File: config.mk
export PLATFORM = sky130hd
export DESIGN_NAME = press_arbiter
export DESIGN_NICKNAME = d
export VERILOG_FILES = /design/src/rtl/press_arbiter.sv
export SDC_FILE = /design/constraint.sdc
export NUM_CORES = 1
export LEC_CHECK = 0
export ABC_AREA = 1
export CORE_MARGIN = 3
export CORE_UTILIZATION = 57
export CTS_BUF_LIST = sky130_fd_sc_hd__clkbuf_4
export DETAILED_ROUTE_END_ITERATION = 8
export DONT_BUFFER_PORTS = 1
export PLACE_DENSITY = 0.75
export SYNTH_ARGS = -nofsm -noshare
export SYNTH_HDL_FRONTEND = slang
export SYNTH_SLANG_ARGS = --single-unit
File: constraint.sdc
create_clock -name clk -period 2.04 [get_ports clk]
set_clock_uncertainty 0.15 [all_clocks]
set_input_delay 0.408 -clock clk [delete_from_list [all_inputs] [get_ports clk]]
set_output_delay 0.408 -clock clk [all_outputs]
set_load 0.05 [all_outputs]
File: src/rtl/press_arbiter.sv
// ============================================================================
// press_arbiter : edge-detect N buttons, queue one request each, grant round-robin
// Optional post-grant lockout via `PRESS_ARB_LOCKOUT_EN.  Rev 1.0
// ============================================================================
`default_nettype none

module press_arbiter #(
  parameter int N       = 4,
  parameter int LOCKOUT = 8
) (
  input  logic                 clk,
  input  logic                 reset,
  input  logic [N-1:0]         btn,
  output logic [N-1:0]         grant,
  output logic                 grant_valid,
  output logic [$clog2(N)-1:0] grant_id,
  output logic [N-1:0]         pending,
  output logic                 busy
);

  localparam int W = $clog2(N);

  if (N < 2 || N > 16 || LOCKOUT < 1 || LOCKOUT > 255) begin : g_param_check
    $error("press_arbiter: parameter out of range");
  end

  logic [N-1:0] btn_q;
  logic [N-1:0] rise;
  logic [N-1:0] pending_next;
  logic [N-1:0] grant_next;
  logic [W-1:0] ptr;
  logic [W-1:0] ptr_next;
  logic [W-1:0] sel;
  logic [W:0]   idx;
  logic         found;
  logic         issue;

  assign rise = btn & ~btn_q;

  // First pending bit at or above ptr, wrapping from N-1 back to 0
  always_comb begin
    sel   = '0;
    found = 1'b0;
    idx   = '0;
    for (int k = 0; k < N; k++) begin
      idx = (W+1)'(ptr) + (W+1)'(k);
      if (idx >= (W+1)'(N)) begin
        idx = idx - (W+1)'(N);
      end
      if (!found && pending[idx[W-1:0]]) begin
        found = 1'b1;
        sel   = idx[W-1:0];
      end
    end
  end

`ifdef PRESS_ARB_LOCKOUT_EN
  typedef enum logic [0:0] {
    IDLE = 1'b0,
    LOCK = 1'b1
  } state_t;

  state_t     state;
  state_t     state_next;
  logic [7:0] lock_cnt;
  logic [7:0] lock_cnt_next;

  always_ff @(posedge clk) begin
    if (reset) begin
      state    <= IDLE;
      lock_cnt <= 8'd0;
    end else begin
      state    <= state_next;
      lock_cnt <= lock_cnt_next;
    end
  end

  always_comb begin
    state_next    = state;
    lock_cnt_next = lock_cnt;
    issue         = 1'b0;
    case (state)
      IDLE: begin
        if (found) begin
          issue         = 1'b1;
          state_next    = LOCK;
          lock_cnt_next = 8'(LOCKOUT);
        end
      end
      LOCK: begin
        lock_cnt_next = lock_cnt - 8'd1;
        if (lock_cnt == 8'd1) begin
          state_next = IDLE;
        end
      end
      default: state_next = IDLE;
    endcase
  end

  assign busy = (state == LOCK);
`else
  assign issue = found;
  assign busy  = 1'b0;
`endif

  // A rise on the same edge as its grant survives, so the new press stays queued
  always_comb begin
    grant_next = '0;
    ptr_next   = ptr;
    if (issue) begin
      grant_next[sel] = 1'b1;
      ptr_next        = (sel == W'(N-1)) ? '0 : sel + 1'b1;
    end
    pending_next = (pending & ~grant_next) | rise;
  end

  always_ff @(posedge clk) begin
    btn_q <= btn;
    if (reset) begin
      pending     <= '0;
      ptr         <= '0;
      grant       <= '0;
      grant_valid <= 1'b0;
      grant_id    <= '0;
    end else begin
      pending     <= pending_next;
      ptr         <= ptr_next;
      grant       <= grant_next;
      grant_valid <= issue;
      grant_id    <= issue ? sel : '0;
    end
  end

endmodule

`default_nettype wire

Word level (Yosys, flattened, before mapping). Index checks and enable logic that the tools add are counted.

Word-level logic and storage cells: 63. Input port bits: 6. Register bits after elaboration: 17. Output and inout port bits: 12.

Add/subtract/negate cells: 8. Equal/unequal tests: 1. Mux-type cells: 24. Magnitude comparators: 10. Reductions and logical operators: 8. Bitwise gates (word level): 6.

Operators with widths (number): 2-to-1 mux 2 bit (9); < comparator 2 x 3 -> 1 bit, second input constant (5); >= comparator 3 bit, second input constant (3); 2-to-1 mux 1 bit (9); AND 4 bit (2); binary-select mux 1 bit (select 2 bit) (4); inverter 4 bit (2); subtractor 2 x 1 -> 2 bit, second input constant (4); adder 2 x 2 -> 3 bit, second input constant (2); logical AND 1 bit (4); 2-to-1 mux 4 bit (1); OR 4 bit (1); adder 2 x 1 -> 3 bit, second input constant (1); >= comparator 2 x 3 -> 1 bit, second input constant (1); zero test 1 bit (3); adder 2 x 1 -> 2 bit, second input constant (1); demux 1 bit (select 2 bit) (1); == test 2 bit, second input constant (1); >= comparator 2 x 1 -> 1 bit, second input constant (1); OR reduction 2 bit (1); inverter 1 bit (1).

Depth between registers and ports, before layout. Gate-level depths: netlist of run 1.

Depth in word-level cells: 22. Depth in mapped cells: 17. Mapped depth without buffers: 16.

Least setup slack after synthesis of run 1. Ideal clock, no wire load.

Path kind: register -> register. Start point: register pending[0]. End point: register ptr[1]. Data required time: 1.752 ns. Cell stages (with the launch flop): 15. Path buffers: 0. Period minus slack after synthesis: 2.177 ns. Data arrival time: 1.889 ns. Setup slack: -0.137 ns. Library setup time: 0.138 ns. Cell sequence: dfxtp_1 > inv_1 > nand2_2 > nand3_1 > nand2_1 > nor2_4 > nand2_1 > nand2_1 > nand2_1 > nand2_1 > nand2_1 > inv_1 > ha_1 > nand2_1 > a21oi_1.

Word-level cells in the longest chain between the ends: 14. Elaborated cells on any way between the ends: 25. Classes of those cells: add/sub: 1; eq/ne: 1; mux: 17; reduce/logical: 6.

Ends and longest elaborated chain: start: declaration (RTL line 17) `output logic [N-1:0] pending,`; start signal: assignment (RTL line 126) `pending <= pending_next;`; binary-select mux 1 bit (select 2 bit) (RTL line 50) `if (!found && pending[idx[W-1:0]]) begin`; 2-to-1 mux 1 bit (not written as such) (RTL line 50); 2-to-1 mux 1 bit (RTL line 50); zero test 1 bit (RTL line 50); logical AND 1 bit (RTL line 50); 2-to-1 mux 1 bit (RTL line 50); zero test 1 bit (RTL line 50); logical AND 1 bit (RTL line 50); 2-to-1 mux 1 bit (RTL line 50); zero test 1 bit (RTL line 50); logical AND 1 bit (RTL line 50); 2-to-1 mux 2 bit * (RTL line 50); net sel[0] (RTL line 33) `logic [W-1:0] sel;`; adder 2 x 1 -> 2 bit / == test 2 bit (equally long branches) (RTL line 112) `ptr_next = (sel == W'(N-1)) ? '0 : sel + 1'b1;`; 2-to-1 mux 2 bit * (RTL line 112); end signal: assignment (RTL line 127) `ptr <= ptr_next;`; end: declaration (RTL line 31) `logic [W-1:0] ptr;`.

The timed path passes the listed nets; every way through them passes the cells marked *. The select of a mux whose other input is x is not followed. A chain may end at the register's enable or synchronous reset.

Worst setup path in the final report of run 1.
Start point: register ptr[0]. End point: register ptr[1].

Word-level cells in the longest chain between the ends: 16. Elaborated cells on any way between the ends: 40. Classes of those cells: add/sub: 8; order compare: 4; eq/ne: 1; mux: 21; reduce/logical: 6.

Ends and longest elaborated chain (RTL line): parallel branches: the longest is 13 deep, another holds adder 2 x 1 -> 3 bit; 2-to-1 mux 2 bit * (50); net sel[1] (33); adder 2 x 1 -> 2 bit / == test 2 bit (equally long branches) (112); 2-to-1 mux 2 bit * (112).

Mark *: on every way through the listed nets, which the timed path passes. The select of a mux whose other input is x is not followed.

==> impl_metrics.tcl, run 1 <==
set metrics [dict create \
    holdCritPathClass "input pin to flop" \
    period_needed_ns 2.21 \
    wire_per_inst_um 20.3 \
    diodes 0 \
    rsz0062_at_grt "yes" \
    synth_top_cell_area_share_pct 41.0 \
    yosysTopAreaCell "dfxtp_1" \
    worstPathArrival_ns 2.29 \
    cts_buffers 3 \
    vias_per_cell 5.86 \
    final_cell_mix "nand2_1 (21), buf_4 (16), nand2_2 (15)" \
    overflow 0 \
    ios 18 \
    use_met2_pct 30.2 \
    whs_ns -0.00183 \
    crit_required_ns 2.12 \
    rows 13 \
    port-buffer-count 0 \
    ant_nets 0 \
    clock_latency_ns 0.30 \
    htreeDepth 1 \
    ys_warn_count 0 \
    cts.reportedPaths.clkPinSlew_ns 0.10 \
    cts_tree "built" \
    drc 0 \
    critPathMaxFanout 5 \
    core_um2 1330 \
    antenna_found_initial 0 \
    root_buffer "clkbuf_4" \
    first_pass_iters 6 \
    die_w_um 44.2 \
    criticalPathCategory "flop to flop" \
    ys_seq_area_share_pct 41.0 \
    grt_max_degree 12 \
    synth_area_leaders "dfxtp_1 (41%), nand2_1 (19%), ha_1 (6.0%)" \
    multi_input_area_um2 583 \
    fin_crit_sh_pct 108 \
    drv_cap 0 \
    syn_to_final_growth_pct 54.3 \
    grt_pass1_wl_um 2620 \
    setup_tns_ns -1.05 \
    globalplace.congestion 0.838 \
    dr.first_iter.drc_count 42 \
    wl_um 3150 \
    finalMaxSlewViolations 0 \
    syn_nets 125 \
    via_count 909 \
    fillCellCount 30 \
    fmax_ghz 0.453 \
    start_util_pct 62.2 \
    violations "negative hold slack, negative setup slack" \
    syn_area_per_cell_um2 7.21 \
    die_y_um 44.2 \
    clk_path_buf_depth 2 \
    grt_pass1_vias 622 \
    setup_viol_count_final 9 \
    netlist_instances 115 \
    busiest_layer "met2" \
    fin_ws_ns -0.168 \
    numClockSinks 17 \
    grt_use_total_pct 18.6 \
    cp-end-kind "flop" \
    status "finished, violations left" \
    layout.area.seq_um2 350 \
    dp_hpwl_um 1170 \
    drive_above_1_share_pct 55.0 \
    finalHoldViolCount 2 \
    synth_cell_types 21 \
    use_met3_pct 5.28 \
    nets 151 \
    startpoint_type "flop" \
    dieArea_um2 1950 \
    final_common_cell "nand2_1" \
    met1_usage_pct 22.2 \
    ys_seq_elements 17 \
    synth_area_um2 830 \
]
stage by stage:
| stage | instance area (µm²) | instances | setup slack (ns) | utilization, % |
|---|---|---|---|---|
| global placement | 918 | 137 | 0.0507 | 68.9 |
| CTS | 995 | 145 | -0.0202 | 74.6 |
| finish | 1280 | 155 | -0.168 | 96.0 |
| floorplan | 835 | 115 | 0.0588 | - |
| detailed placement | 918 | 137 | -0.0521 | 68.9 |
| global route | 1280 | 155 | -0.259 | 96.0 |
state kept, by name, summed over array words and instances, names as in the netlist:
signal       cells
btn_q            4
grant            4
pending          4
grant_id         2
ptr              2
grant_valid      1
metal layers:
layer / up-vias / share of wire, %
li1: 402 / -
met5: - / 0
met1: 440 / 36
met2: 46 / 53
met4: 0 / 5.5
met3: 21 / 5.5
cell families (layout without fill, tap and decap cells):
logic type	Yosys count	after routing	share of synthesized area [%]
fa+ha+maj	4	4	6.03
other cells	1	1	0.452
flops	17	17	41.0
simple gates	67	67	35.6
buf+inv	17	42	9.65
compound gates	9	9	7.24
cell usage after synthesis:
library cell	count
nand2_1	42
dfxtp_1	17
inv_1	12
nor2_1	8
nand2_2	6
nand3_1	6
a21oi_2	4
ha_1	4
a21oi_1	2
nand4_1	2
o21ai_0	2
buf_4	1
buf_6	1
clkbuf_1	1
conb_1	1
inv_2	1
inv_6	1
nand3_2	1
nor2_2	1
nor2_4	1
o21ai_1	1
area by class of cell:
class	instances	area share (%)
sequential	17	27.4
tap	15	1.47
clock buffer	4	2.35
multi-input combinational	81	45.6
inverter	14	5.47
timing repair buffer	24	17.8
repair_timing:
action,CTS,global route
gates cloned,0,1
setup endpoints to repair,4,8
setup buffers,0,9
gates resized for setup,3,53
pin swaps,1,20
hold buffers,4,0
hold endpoints to repair,4,0
worst paths after layout:
kind | start | end | slack [ns] | depth (start not counted)
min | reset | pending[1]$_SDFF_PP0_ | -0.002 | 1
min reg2reg | btn_q[1]$_DFF_P_ | pending[1]$_SDFF_PP0_ | 0.35 | 3
max | ptr[0]$_SDFFE_PP0P_ | ptr[1]$_SDFFE_PP0P_ | -0.17 | 10
max reg2reg | ptr[0]$_SDFFE_PP0P_ | ptr[1]$_SDFFE_PP0P_ | -0.17 | 10
worst max-delay path, stage by stage, from the launching register on:
cell	delay [ns]
dfxtp_4	0.38
clkbuf_16	0.16
o21ai_0	0.38
o21ai_0	0.21
nand3_1	0.17
nand3_2	0.11
nand2_4	0.12
inv_4	0.06
ha_4	0.26
nand2_2	0.05
a21oi_2	0.10
Power of run 1 is not shown: default switching activity piles up to over one toggle a cycle in this logic, so the estimate is an artifact.
==> inputs of run 2 (changes only) <==
- CAP_MARGIN: not set -> 20
==> results of run 2 <==
Same layout as run 1: the final DEF is identical, and so are final timing and power.
Power of run 2 is left out for the same reason.
==> inputs of run 3 (changes only) <==
==> constraint.sdc (replaced) <==
create_clock -name clk -period 1.8 [get_ports clk]
set_clock_uncertainty 0.15 [all_clocks]
set_input_delay 0.27 -clock clk [delete_from_list [all_inputs] [get_ports clk]]
set_output_delay 0.27 -clock clk [all_outputs]
set_load 0.05 [all_outputs]
==> run 3 against run 2 <==
  * The flow still finishes with violations (negative hold slack, negative setup slack)
  * Register-to-register slack got worse by 0.16 ns
  * Flip-flop and latch count did not move
  * Design area fell by 3.6%
  * Worst setup slack got worse by 0.16 ns
  * Non-clock buffer count rose by 5
  * Fmax rose by 3.8%
  * Die area did not move
  * Final cell count rose by 3.2%
  * Count of clock-buffer cells in the layout did not move
  * Critical path depth rose by 5
  * Critical endpoint is now pending[0]$_SDFF_PP0_
==> impl_metrics.tcl, run 3 (synthesized netlist as in run 1, its figures left out) <==
set metrics [dict create \
    status "finished, violations left" \
    violations "negative hold slack, negative setup slack" \
    numClockSinks 17 \
    rrSetupSlack_ns -0.33 \
    fillCellCount 46 \
    tightestPinTransition_ns 0.503 \
    path_buf_inv 1 \
    drv_cap 0 \
    period_needed_ns 2.13 \
    ios 18 \
    clock_latency_ns 0.30 \
    globalplace.congestion 0.855 \
    vias_per_cell 5.58 \
    worstReg2RegEnd "pending[0]$_SDFF_PP0_" \
    cpMostUsedCell "nand2_2" \
    grt_pass1_wl_um 3390 \
    largestRegisters "btn_q (4), grant (4), pending (4)" \
    slew_headroom_pct 66.4 \
    grt_max_degree 12 \
    dr.first_iter.drc_count 26 \
    final_common_cell "nand2_1" \
    drc 0 \
    fin_crit_sh_pct 118 \
    rsz0062_at_grt "yes" \
    cts.reportedPaths.clkPinSlew_ns 0.10 \
    die_y_um 44.2 \
    holdCritPathClass "input pin to flop" \
    reg2reg_from "ptr[0]$_SDFFE_PP0P_" \
    grt_use_total_pct 24.1 \
    diodes 0 \
    via_count 892 \
    crit_chain "buf_6, nand2_2, nand2_2, nand2_2, nand2_2, nor2_4, nand2_2, nand2_2, nand2_2, nand2_2, nand2_4, ha_2, nand2_2, nand2_2, a21oi_2" \
    start_util_pct 62.2 \
    fmax_ghz 0.470 \
    min_delay_path_depth 1 \
    nets 156 \
    cts_buffers 3 \
    whs_ns -0.149 \
    cts_tree "built" \
    critPathMaxFanout 6 \
    port-buffer-count 0 \
    path_delay_family "simple AND/OR/NAND/NOR gates" \
    crit_required_ns 1.90 \
    hp-start "reset" \
    criticalPathCategory "flop to flop" \
    slowest_stage "dfxtp_4" \
    clk_path_buf_depth 2 \
    wire_per_inst_um 16.6 \
    grt_pass1_vias 810 \
    dp_cells 144 \
    startpoint_type "flop" \
    slowest_delay_ns 0.39 \
    die_w_um 44.2 \
    rows 13 \
    fin_ws_ns -0.327 \
    final_cell_mix "nand2_1 (23), nand2_2 (22), buf_4 (22)" \
    first_pass_iters 4 \
    root_buffer "clkbuf_4" \
    hold_end "pending[0]$_SDFF_PP0_" \
    syn_to_final_growth_pct 48.7 \
    finalMaxSlewViolations 0 \
    finalNonFillerCells 160 \
    htreeDepth 1 \
    overflow 0 \
    cp-end-kind "flop" \
    drive_above_1_share_pct 55.9 \
    dp_hpwl_um 1320 \
    hold_buffers 4 \
    setup_viol_count_final 11 \
    dieArea_um2 1950 \
    antenna_found_initial 0 \
    core_um2 1330 \
    finalHoldViolCount 10 \
    worstPathArrival_ns 2.22 \
    r2r_cells 15 \
    wl_um 2650 \
    ant_nets 0 \
]
run 3: changes by cell type in the layout (fill, tap and decap cells not counted), sizes merged:
cell,change
buf,+6
clkbuf,-1
clkinv,-1
inv,+1
run 3: timing repair:
item / CTS / global route
gates resized for setup: 17 / 23
pin swaps: 8 / 14
endpoints found under the hold margin: 14 / 10
buffers inserted: 4 / 4
endpoints found under the setup margin: 9 / 13
run 3: worst max path at each step:
stage / start / to / depth (start not counted)
floorplan: ptr[0]$_SDFFE_PP0P_ / pending[1]$_SDFF_PP0_ / 17
global placement: ptr[0]$_SDFFE_PP0P_ / pending[1]$_SDFF_PP0_ / 15
detailed placement: ptr[0]$_SDFFE_PP0P_ / pending[1]$_SDFF_PP0_ / 15
CTS: ptr[0]$_SDFFE_PP0P_ / pending[1]$_SDFF_PP0_ / 14
global route: ptr[0]$_SDFFE_PP0P_ / pending[0]$_SDFF_PP0_ / 15
finish: ptr[0]$_SDFFE_PP0P_ / pending[0]$_SDFF_PP0_ / 15
run 3: worst register-to-register path: stages, from the launching register on:
cell and delay, ns:
dfxtp_4 0.39, buf_6 0.13, nand2_2 0.08, nand2_2 0.07, nand2_2 0.07, nand2_2 0.08, nor2_4 0.17, nand2_2 0.10
nand2_2 0.08, nand2_2 0.08, nand2_2 0.12, nand2_4 0.07, ha_2 0.20, nand2_2 0.09, nand2_2 0.06, a21oi_2 0.12
run 3: per-layer routing:
metal / GRT usage (%) / part of all wire (%) / up-vias
met5: 0 / 0 / -
met4: 12.0 / 4.0 / 0
met3: 5.69 / 6.2 / 12
met2: 44.2 / 53 / 51
met1: 25.2 / 37 / 420
li1: - / - / 409
run 3: area by class of cell:
class / count / area (µm²) / share of cell area (%)
repair buffers: 29 / 239 / 19.4
well taps: 15 / 18.8 / 1.52
clock buffers: 4 / 30.0 / 2.43
multi-input cells: 81 / 526 / 42.6
inverters: 14 / 60.1 / 4.87
flip-flops and latches: 17 / 360 / 29.2
run 3: through the flow:
step	util, %	hold WS, ns	setup WS [ns]	cell area [µm²]	TNS, ns
after global routing	92.5	-0.156	-0.436	1230	-3.66
after detailed placement	74.1	0.148	-0.245	988	-1.76
after CTS	84.7	-0.127	-0.151	1130	-0.879
after floorplan	-	0.148	-0.0658	865	-0.241
final	92.5	-0.149	-0.327	1230	-2.61
after global placement	74.1	0.148	-0.190	988	-1.14
Power of run 3 is left out for the same reason.
==> RTL edit 1 (config.mk and constraints of run 3) <==
The option `PRESS_ARB_LOCKOUT_EN` is turned on by a define.
--- a/src/rtl/press_arbiter.sv
+++ b/src/rtl/press_arbiter.sv
@@ -3,6 +3,8 @@
 // Optional post-grant lockout via `PRESS_ARB_LOCKOUT_EN.  Rev 1.0
 // ============================================================================
 `default_nettype none
+
+`define PRESS_ARB_LOCKOUT_EN
 
 module press_arbiter #(
   parameter int N       = 4,
Formal check against the unedited RTL: not equivalent (Yosys sat finds a counterexample within 4 cycles, from zero or initial values and one cycle with reset high).
==> RTL edit 1 against run 3 <==
  * The run still ends with negative hold slack, negative setup slack left
  * Sequential cell count is 9 higher
  * Routed wire length is 45% higher
  * Highest routed layer unchanged
  * Cell area is 42% higher
  * Synthesized area is 54% higher
  * Critical endpoint is now pending[1]
  * Worst setup slack better by 110 ps
  * Largest cell class unchanged
==> RTL edit 1: results (changes against run 3) <==
| Metric | Value |
|---|---|
| Syn nets | `188 (+50%)` |
| Setup_tns | `-2117 ps (+495.9 ps)` |
| Register area share after synthesis | `40.70% (-0.32 points)` |
| Non-clk bufs | `28 (-3.4%)` |
| CTS resizes | `32 (+15)` |
| Finish-stage setup viols | `17 (+6)` |
| DRT met1 WL | `1.502 mm (+53%)` |
| GP Congestion | `0.8403 (-1.7%)` |
| Sequential cells | `26 (+9)` |
| Violated checks | `negative hold slack, negative setup slack` |
| Vias/cell | `5.668 (+1.7%)` |
| Critical Path Max Stage Delay | `410 ps (+20 ps)` |
| Hold slack | `-164.8 ps (-15.70 ps)` |
| Largest net degree at the start of global routing | `18 (+6)` |
| Relative slew slack | `67.28% (+0.88 points)` |
| FILL cells | `115 (+150%)` |
| Dpl ws | `-302.5 ps (-57.73 ps)` |
| Vias in the first global route | `1207 (+49%)` |
| Drt total wl | `3.836 mm (+45%)` |
| Fin worst setup slack | `-220.5 ps (+106.2 ps)` |
| Sequential share of cell area | `31.00% (+1.8 points)` |
| Synth cell count leaders | `nand2_1, inv_1, dfxtp_1, nand3_1, a21oi_1` |
| Outcome | `finished with violations` |
| Final-report hold violation count | `19 (+9)` |
| Ranking of synthesized cells by area | `dfxtp_1, nand2_1, inv_1, nand3_1, ha_1` |
| CORE AREA | `2042 µm² (+53%)` |
## RTL edit 1: cell types whose count changed after synthesis, moves of 4 or more
cell     before  now
nand2_1      42   49
inv_1        12   27
a21oi_1       2   12
dfxtp_1      17   26
a21oi_2       4    0
nand3_1       6   19
## RTL edit 1: power groups by stage
stage | clock [mW] | sequential (mW) | combinational (mW)
final | 0.249 | 1.06 | 2.09
after global routing | 0.273 | 1.08 | 2.26
after CTS | 0.252 | 1.05 | 1.72
after detailed placement | 0 | 1.05 | 1.48
after global placement | 0 | 1.04 | 1.41
after floorplan | 0 | 1.08 | 1.00
## RTL edit 1: final timing paths
kind                                  start           to  slack [ps]  cells past startpoint
worst max-delay path                 ptr[0]   pending[1]        -220                     14
worst min-delay path                  reset  lock_cnt[5]        -160                      1
worst max register to register       ptr[0]   pending[1]        -220                     14
worst min register to register  lock_cnt[7]  lock_cnt[7]         340                      2
==> RTL edit 2 (flow settings as in run 3) <==
Made on the original files. Register the input `btn` before use. The logic sees it one clock later.
--- a/src/rtl/press_arbiter.sv
+++ b/src/rtl/press_arbiter.sv
@@ -20,6 +20,12 @@
 
   localparam int W = $clog2(N);
 
+  logic [N-1:0] btn_r;
+
+  always_ff @(posedge clk) begin
+    btn_r <= btn;
+  end
+
   if (N < 2 || N > 16 || LOCKOUT < 1 || LOCKOUT > 255) begin : g_param_check
     $error("press_arbiter: parameter out of range");
   end
@@ -35,7 +41,7 @@
   logic         found;
   logic         issue;
 
-  assign rise = btn & ~btn_q;
+  assign rise = btn_r & ~btn_q;
 
   // First pending bit at or above ptr, wrapping from N-1 back to 0
   always_comb begin
@@ -115,7 +121,7 @@
   end
 
   always_ff @(posedge clk) begin
-    btn_q <= btn;
+    btn_q <= btn_r;
     if (reset) begin
       pending     <= '0;
       ptr         <= '0;
Function: changed (a bounded check fails within 4 cycles, from zero or initial values and one cycle with reset high).
==> RTL edit 2 against run 3 <==
  * The run now fails in global routing
  * Synthesized area up 9.7%
==> RTL edit 2: results (changes against run 3) <==
| Metric | Value |
|---|---|
| Outcome | `stopped before the end` |
| Fail Step | `global routing` |
| Error message | `[ERROR DPL-0038] Utilization greater than 100%, impossible to legalize` |
| Port bufs | `0 (unchanged)` |
| Root buf cell | `clkbuf_4` |
| Row cnt | `13 (unchanged)` |
| Dpl ws | `-245.1 ps (-0.3280 ps)` |
| DPL Wire Length | `1.464 mm (+11%)` |
| Syn nets | `129 (+3.2%)` |
| Post-synth ARST share | `0% (unchanged)` |
| GP Congestion | `0.8199 (-4.1%)` |
| Ranking of synthesized cells by area | `dfxtp_1, nand2_1, ha_1, inv_1, nand2_2` |
| Post-synth EDFFs | `0 (unchanged)` |
| Largest net degree at the start of global routing | `13` |
| DP Area | `1091 µm² (+10%)` |
| #FFs+latches synth | `21 (+4)` |
| Synth cell count leaders | `nand2_1, dfxtp_1, inv_1, nor2_1` |
| TritonCTS Buffers | `3 (unchanged)` |
| GRT worst endpoint | `pending[2]$_SDFF_PP0_/D` |
| Synth cell types | `21 (unchanged)` |
| WEP type | `register input` |
| H-tree level count | `1 (unchanged)` |
| Synthesis warning total | `0 (unchanged)` |
| Register area share after synthesis | `46.22% (+5.2 points)` |
| Worst-case clock buffer depth | `2 (unchanged)` |
[RTL edit 2: what timing repair did]
item	4_1_cts
setup endpoints to repair	9
setup buffers	9
pin swaps	14
gates resized for setup	31
gates cloned	0
hold endpoints to repair	14
hold buffers	4
[RTL edit 2: cells by family after synthesis]
group	share of synthesized area [%]
compound gates	6.602
buf+inv	8.803
flops	46.22
fa+ha+maj	5.502
simple gates	32.46
other cells	0.4123
[RTL edit 2: per-stage QoR]
step                      std cells  hold WS [ps]
after CTS                       168        -154.4
after detailed placement        151         147.8
after floorplan                 119         147.7
after global placement          151         147.8
